File: config.mk
export PLATFORM = sky130hd
export DESIGN_NAME = mem_stage
export DESIGN_NICKNAME = d
export VERILOG_FILES = /design/src/rtl/mem_stage.sv
export SDC_FILE = /design/constraint.sdc
export NUM_CORES = 1
export LEC_CHECK = 0
export BUFFER_PORTS_ARGS = -buffer_cell sky130_fd_sc_hd__buf_2
export CAP_MARGIN = 10
export CELL_PAD_IN_SITES_DETAIL_PLACEMENT = 0
export CELL_PAD_IN_SITES_GLOBAL_PLACEMENT = 1
export CORE_ASPECT_RATIO = 0.75
export CORE_UTILIZATION = 39
export CTS_CLUSTER_SIZE = 24
export DETAILED_ROUTE_END_ITERATION = 8
export PLACE_DENSITY = 0.95
export RECOVER_POWER = 50
export SETUP_SLACK_MARGIN = 0.3
export SLEW_MARGIN = 20
export SYNTH_ARGS = -nofsm -noshare
export SYNTH_HDL_FRONTEND = slang
export SYNTH_SLANG_ARGS = --single-unit
File: constraint.sdc
create_clock -name clk -period 5.8 [get_ports clk]
set_input_delay 1.74 -clock clk [delete_from_list [all_inputs] [get_ports clk]]
set_output_delay 1.74 -clock clk [all_outputs]
set_load 0.01 [all_outputs]
File: src/rtl/mem_stage.sv
// mem_stage: memory-access pipeline stage between EX/MEM and WB.
// Drives a req/ack data-memory port with byte-lane stores and
// sign/zero-extended loads, keeps the HI/LO registers, selects the
// write-back value and registers it into the MEM/WB boundary.
// Optional build macro MEM_STALL_CNT_EN adds a busy-cycle counter
// (stall_cnt) and a slow-load pulse (load_use_hit).
module mem_stage #(
  parameter int PC_BITS   = 32,
  parameter int IR_BITS   = 32,
  parameter int DATA_BITS = 32
) (
  input  logic               clk,
  input  logic               rst,
  input  logic [PC_BITS-1:0] PC_in,
  input  logic [IR_BITS-1:0] IR_in,
  input  logic [31:0]        result_1,
  input  logic [31:0]        result_2,
  input  logic [31:0]        regfile_out2,
  input  logic [5:0]         write,
  input  logic               MemToReg,
  input  logic               MemWrite,
  input  logic               RegWrite,
  input  logic               Jal,
  input  logic               ToLH,
  input  logic               ExtrSigned,
  input  logic               Sh,
  input  logic               Sb,
  input  logic               ld,
  input  logic [1:0]         ExtrWord,
  input  logic [1:0]         LHToReg,
  output logic               mem_req,
  output logic               mem_we,
  output logic [31:0]        mem_addr,
  output logic [3:0]         mem_be,
  output logic [31:0]        mem_wdata,
  input  logic               mem_ack,
  input  logic [31:0]        mem_rdata,
  output logic               mem_busy,
  output logic [PC_BITS-1:0] wb_PC,
  output logic [IR_BITS-1:0] wb_IR,
  output logic [31:0]        wb_data,
  output logic [5:0]         wb_write,
  output logic               wb_RegWrite
`ifdef MEM_STALL_CNT_EN
  ,
  output logic [31:0]        stall_cnt,
  output logic [0:0]         load_use_hit
`endif
);

  localparam int unsigned W = DATA_BITS;

  typedef enum logic [0:0] {
    S_IDLE = 1'b0,
    S_WAIT = 1'b1
  } state_t;

  state_t state;

  // Holding registers: keep the request stable while waiting for ack.
  logic [W-1:0] hold_addr;
  logic [W-1:0] hold_wdata;
  logic [3:0]   hold_be;
  logic         hold_we;
  logic [1:0]   hold_lane;

  logic [W-1:0] hi;
  logic [W-1:0] lo;

  logic         valid;
  logic         mem_op;
  logic [1:0]   lane;
  logic [1:0]   eff_lane;
  logic [3:0]   cur_be;
  logic [W-1:0] cur_wdata;
  logic [W-1:0] cur_addr;
  logic [7:0]   ld_byte;
  logic [15:0]  ld_half;
  logic [W-1:0] ld_val;
  logic [W-1:0] pc_plus4;
  logic [W-1:0] wb_next;

  assign valid    = |IR_in;
  assign mem_op   = valid & (MemToReg | MemWrite);
  assign lane     = result_1[1:0];
  assign cur_addr = {result_1[31:2], 2'b00};
  assign pc_plus4 = 32'(PC_in) + 32'd4;

  // Store lane enables and lane-replicated write data for the current op.
  always_comb begin
    cur_be    = 4'b1111;
    cur_wdata = regfile_out2;
    if (MemWrite) begin
      if (Sb) begin
        cur_be    = 4'b0001 << lane;
        cur_wdata = {4{regfile_out2[7:0]}};
      end else if (Sh) begin
        cur_be    = lane[1] ? 4'b1100 : 4'b0011;
        cur_wdata = {2{regfile_out2[15:0]}};
      end
    end
  end

  // Memory port: live values in IDLE, held values while waiting.
  always_comb begin
    mem_req   = 1'b0;
    mem_busy  = 1'b0;
    mem_addr  = cur_addr;
    mem_be    = cur_be;
    mem_wdata = cur_wdata;
    mem_we    = mem_op & MemWrite;
    eff_lane  = lane;
    if (state == S_WAIT) begin
      mem_addr  = hold_addr;
      mem_be    = hold_be;
      mem_wdata = hold_wdata;
      mem_we    = hold_we;
      eff_lane  = hold_lane;
    end
    if (!rst) begin
      mem_req  = (state == S_WAIT) | mem_op;
      mem_busy = mem_op & ~mem_ack;
    end
  end

  // Load extraction: pick the byte/half at the lane, then extend.
  always_comb begin
    ld_byte = mem_rdata[7:0];
    unique case (eff_lane)
      2'd0: ld_byte = mem_rdata[7:0];
      2'd1: ld_byte = mem_rdata[15:8];
      2'd2: ld_byte = mem_rdata[23:16];
      2'd3: ld_byte = mem_rdata[31:24];
    endcase
    ld_half = eff_lane[1] ? mem_rdata[31:16] : mem_rdata[15:0];
    unique case (ExtrWord)
      2'b01:   ld_val = {{24{ExtrSigned & ld_byte[7]}}, ld_byte};
      2'b10:   ld_val = {{16{ExtrSigned & ld_half[15]}}, ld_half};
      default: ld_val = mem_rdata;
    endcase
  end

  // Write-back value selection in priority order.
  always_comb begin
    wb_next = result_1;
    if (Jal) begin
      wb_next = pc_plus4;
    end else if (MemToReg) begin
      wb_next = ld_val;
    end else if (LHToReg == 2'b01) begin
      wb_next = lo;
    end else if (LHToReg == 2'b10) begin
      wb_next = hi;
    end
  end

  // Access FSM plus capture of the request into the holding registers.
  always_ff @(posedge clk) begin
    if (rst) begin
      state      <= S_IDLE;
      hold_addr  <= '0;
      hold_wdata <= '0;
      hold_be    <= '0;
      hold_we    <= 1'b0;
      hold_lane  <= '0;
    end else begin
      unique case (state)
        S_IDLE: begin
          if (mem_op) begin
            hold_addr  <= cur_addr;
            hold_wdata <= cur_wdata;
            hold_be    <= cur_be;
            hold_we    <= MemWrite;
            hold_lane  <= lane;
            if (!mem_ack) state <= S_WAIT;
          end
        end
        S_WAIT: begin
          if (mem_ack) state <= S_IDLE;
        end
      endcase
    end
  end

  // HI/LO update when a ToLH instruction retires; readers this cycle see old values.
  always_ff @(posedge clk) begin
    if (rst) begin
      hi <= '0;
      lo <= '0;
    end else if (valid && ToLH && !mem_busy) begin
      lo <= result_1;
      hi <= result_2;
    end
  end

  // MEM/WB boundary register: bubble while stalled, else the current instruction.
  always_ff @(posedge clk) begin
    if (rst || mem_busy) begin
      wb_PC       <= '0;
      wb_IR       <= '0;
      wb_data     <= '0;
      wb_write    <= '0;
      wb_RegWrite <= 1'b0;
    end else begin
      wb_PC       <= PC_in;
      wb_IR       <= IR_in;
      wb_data     <= wb_next;
      wb_write    <= write;
      wb_RegWrite <= RegWrite & valid;
    end
  end

`ifdef MEM_STALL_CNT_EN
  // Busy-cycle counter and pulse for loads that needed a wait state.
  always_ff @(posedge clk) begin
    if (rst) begin
      stall_cnt    <= '0;
      load_use_hit <= '0;
    end else begin
      if (mem_busy) stall_cnt <= stall_cnt + 32'd1;
      load_use_hit <= ld & mem_op & (state == S_WAIT) & mem_ack;
    end
  end
`else
  logic unused_ld;
  assign unused_ld = ld;
`endif

endmodule

; ---- Word level (Yosys, flattened, before mapping)
; Cells that the tools add are included.
[totals]
register_bits = 237
output_inout_bits = 174
elab_cells = 63
[op_classes]
n_addsub = 1
eq_ne = 7
shifts = 1
mux = 24
bitwise_logic = 10
reduce_logical = 7
[op_table]
columns = operator, n
row1 = 32-bit 2-to-1 mux, 9
row2 = 32-bit case mux with 2 select lines, 1
row3 = 32-bit by 3-bit adder with 32-bit output (second input constant), 1
row4 = 8-bit case mux with 4 select lines, 1
row5 = 32-bit OR reduction, 1
row6 = 4-bit 2-to-1 mux, 5
row7 = 16-bit 2-to-1 mux, 1
row8 = 2-bit equality test (second input constant), 4
row9 = 1-bit bitwise AND, 6
row10 = 2-bit by 1-bit equality test with 1-bit output (second input constant), 3
row11 = 1-bit 2-to-1 mux, 5
row12 = 1-bit by 2-bit left shift with 4-bit output (first input constant), 1
row13 = 1-bit logical AND, 2
row14 = 2-bit zero test, 1
row15 = 2-bit 2-to-1 mux, 1
row16 = 1-bit inverter, 2
row17 = 1-bit bitwise OR, 2
row18 = 1-bit case mux with 2 select lines, 1
row19 = 2-bit AND reduction, 1
row20 = 1-bit zero test, 1
row21 = 1-bit logical OR, 1

; ---- Depth between registers and ports, before layout
[logic_depth]
ltp_word = 7
ltp_mapped = 9

; ---- Worst setup path before layout
; Ideal clock, no wire load.
[synth_path]
kind = input-to-output
startpoint = input port IR_in[8]
endpoint = output port mem_we
arrival_time_ns = 2.982
required_ns = 4.060
slack_ns = 1.078
stages = 7
path_cell_list = nor4_1 > and4_1 > buf_2 > a211oi_2 > clkbuf_1 > nand2_1 > nand2_1
[synth_between]
elab_chain_cells = 4
[synth_rtl]
columns = item, line_no
row1 = start: declaration, 15  ; input logic [IR_BITS-1:0] IR_in,
row2 = 32-bit OR reduction, 83  ; assign valid = |IR_in;
row3 = 1-bit bitwise AND, 84  ; assign mem_op = valid & (MemToReg | MemWrite);
row4 = 1-bit bitwise AND, 111  ; mem_we = mem_op & MemWrite;
row5 = 1-bit 2-to-1 mux, 113  ; if (state == S_WAIT) begin
row6 = end: declaration, 32  ; output logic mem_we,
; Every way passes these cells.

; ---- Worst setup path in the final report
[layout_path]
startpoint = input port IR_in[6]
endpoint = output port mem_we
; The elaborated chain is that of the path after synthesis.

==> reports/metrics.sh <==
GRT_MAX_DEGREE=81
CLOCK_POWER_SHARE_PCT=40.2
DIEAREA_UM2=29600
CORE_AREA_UM2=28200
CLK_TRANSITION_REPORTED_PATHS_NS=0.06
OVERFLOW=0
POWER.SEQUENTIAL.FRACTION_PCT=42.2
CLKLATENCYLATEPIN_NS=0.55
TIMING.MAX_CAP.VIOLATIONS=3
FIN_CRIT_NS=5.07
SYNTH_CELL_TYPES=67
REPORT.FINAL.SETUP_VIOL=0
IO_BUFFERS=384
CRITICALPATHCATEGORY='in2out'
RSZ0062_AT_GRT='false'
GRT_PASS1_VIAS=10656
WORST_SETUP_EP_TYPE='output port'
FIRSTDRTPASSITERS=6
PRE_CTS_WS_NS=0.674
SWITCHING_POWER_SUMMED_OVER_ALL_NETS_uW=1190
TIMING_WORST_SLEW_PIN_VALUE_NS=2.98
FRACTION_OF_REGISTERS_WITH_ASYNC_SET_RESET_PCT=0
CELLPOWERDENSITY_nW_PER_UM2=299
R2R.WORST_PATH.CELLS=7
HTREE_NUM_LEVELS=1
GR-USAGE-ALL-LAYERS_PCT=26.7
WORST_CLOCK_SKEW_NS=0.0339
SYNTH-SEQ-CELLS=237
VIAS_PER_CELL=5.49
DOMINANTREGCELLSYNTH='dfxtp_1'
RR_ENDPOINT='wb_data[11]'
LAYOUT-DRIVE-GT1-SHARE_PCT=24.3
DIE_H_UM=149
CRIT_END='mem_we'
DETAIL_ROUTE.WIRELENGTH_MM=41.0
FIN_CRIT_SH_PCT=87.4
P_INT_uW=3020
CRITPATHREQUIREDTIME_NS=4.06
RRSETUPSLACK_NS=2.12
SYNTH_SEQUENTIAL_AREA_RATIO_PCT=42.1
POST_ROUTE_ANTENNA_NET_VIOLATION_COUNT=0
CTS_TREE='built'
GLOBALPLACE.CONGESTION=0.907
DP_HPWL_MM=29.4
HOLD_VIOLATIONS=0
HOLDCRITPATHCLASS='reg2reg'
NUM-NETS-FINAL=1932
SYNTH.AVG_CELL_AREA_UM2=8.07
CTS.HOLD.BUFFERS_ADDED=0
SYNTH-EDFF-COUNT=0
GRT_ANTENNA_BEFORE_REPAIR=9
DIE_WIDTH_UM=198
CP_DATA_ARRIVAL_TIME_NS=3.33
RESULT_OF_THE_RUN='finished, violations left'
POST-ROUTE-WORST-SETUP-SLACK_NS=0.733
TOTAL_CLOCK_BUFFERS_CREATED_BY_CTS=25
SYNTHTOLAYOUTAREAGROWTH_PCT=24.9
SYNTHESIS.YOSYS.WARNINGS=0
WORST_SLEW_MARGIN_REL_PCT=-98.3
DETAIL_ROUTE.WL_PER_CELL_UM=19.3
SW_FRAC_OF_TOTAL_PCT=28.2
CTS_ROOT_BUFFER='clkbuf_16'
SETUP_TNS_NS=0
FP-ROW-COUNT=53
DR_TOTAL_VIAS=11648
TIMING.RR.START='state'
POSTCTSSETUPREPAIRBUFS=0
MAX_IR_DROP_VDD_uV=253
TIMING.CRITICAL_PATH.FROM='IR_in[6]'
INITIAL_CORE_UTILIZATION_PCT=39.9
MAX-CLOCK-PATH-BUFFERS=3
GRT_PASS1_WL_MM=61.6
TOP_LEVEL_PORTS=388
POST_SYNTH_INSTANCE_AREA_UM2=11300
FAILING_CHECKS='capacitance limit, slew limit'
DRT_ITER0_DRC=920
CTS.REPAIR.RESIZED=0
CRIT_PATH_MAX_FANOUT=6
POWER_FRAC_COMB_PCT=17.6
DRC=0
SYNTHESIS.INSTANCES=1398
CRITPATHLAUNCHTYPE='primary input'
MAX_FREQ_MHz=197
CTS_NUM_SINKS=237
P_LEAK_uW=0.00602
DRV_SLEW=194
routing by layer:
metal	up-vias	GRT usage, %	part of all wire, %
met3	79	6.17	8.3
met4	8	7.64	2.8
met1	5506	35.7	43
met2	502	42.9	46
met5	-	0	0.13
li1	5553	-	-
metrics by stage:
step           utilization [%]  hold WS (ns)  area [µm²]  power [µW]  std cells
2_1_floorplan                -         0.433       11300        2230       1399
3_3_place_gp              47.4         0.438       13400        2540       2073
3_5_place_dp              47.4         0.443       13400        2560       2073
4_1_cts                   50.4         0.453       14200        4250       2116
5_1_grt                   49.8         0.468       14100        4390       2118
6_report                  49.9         0.450       14100        4210       2122
worst max-delay path, cell delays in order:
cell and delay (ns):
clkbuf_1 0.13, nor4_1 0.48, and4_1 0.46, a211oi_1 0.18, nand2_1 0.13, nand2_1 0.06, buf_2 0.14
cell usage after synthesis (all sizes together), types with 9 or more instances:
cell      n  share of area [%]
o22ai    24                1.3
nor2     77                2.6
a22oi    19                1.3
xor2     12               0.93
buf      19               0.98
nor3     21               0.93
nand2   305                 10
dfxtp   237                 42
o21a     10               0.67
a22o      9               0.70
a21oi   141                6.3
nor4     17               0.94
mux2i    25                2.3
nand3    29                1.3
inv      19               0.63
and2     12               0.67
o221ai    9               0.70
a221oi   10               0.78
nand4     9               0.63
o21ai    57                2.5
clkbuf   93                3.1
a211oi   13               0.91
and3     72                4.0
xnor2    10               0.78
mux2     71                7.1
layout make-up:
cell class                      instances  area (µm²)
Inverter                               19        71.3
Fill cell                            2837       14200
Tap cell                              385         482
Antenna cell                            6        15.0
Multi-Input combinational cell       1028        6000
Clock buffer                           31         678
Clock inverter                         12         169
Sequential cell                       237        4750
Timing Repair Buffer                  404        1920
state kept, by name (all words and copies together), names as in the netlist:
register     flops
hold_addr       30
state            1
hi              32
hold_lane        2
wb_RegWrite      1
lo              32
hold_we          1
wb_IR           32
wb_data         32
hold_wdata      32
wb_write         6
wb_PC           32
hold_be          4
layout by cell type, fill, tap and decap left out, types with 10 or more instances in the layout:
cell type,instances
a211oi_1,13
a21oi_1,141
a221oi_1,10
a22oi_1,19
and2_1,10
and3_1,71
buf_2,277
buf_4,16
clkbuf_1,114
clkbuf_16,25
dfxtp_1,236
inv_1,18
mux2_2,71
mux2i_1,23
nand2_1,305
nand3_1,29
nor2_1,77
nor3_1,21
nor4_1,17
o21a_1,10
o21ai_0,54
o22ai_1,24
xnor2_1,10
xor2_1,12
power groups by stage:
stage	sequential, µW	combinational, µW	clock (µW)
final	1780	741	1690
after global routing	1790	809	1790
after CTS	1780	748	1720
after detailed placement	1810	744	0
after global placement	1810	733	0
after floorplan	1820	415	0
logic make-up (layout without fill, tap and decap cells):
kind of cell,after synthesis,count (layout),share of synthesized area [%]
xor gates and xnor gates,22,22,1.71
and+or+nand+nor,574,574,23.3
DFF,237,237,42.1
buffers and inverters,134,466,4.98
other,1,8,0.0332
AOI/OAI and AO/OA,330,330,17.9
adders and majority gates,3,3,0.333
muxes,97,97,9.62
worst min path at each step:
stage                              from             to  slack, ns  cells after the start
after global placement    hold_addr[18]  hold_addr[18]       0.44                      2
after detailed placement   hold_addr[2]   hold_addr[2]       0.44                      2
after CTS                  hold_addr[2]   hold_addr[2]       0.45                      2
after floorplan           hold_addr[10]  hold_addr[10]       0.43                      2
after global routing       hold_addr[8]   hold_addr[8]       0.47                      2
final                     hold_addr[13]  hold_addr[13]       0.45                      2
(Power assumes the default switching activity.)
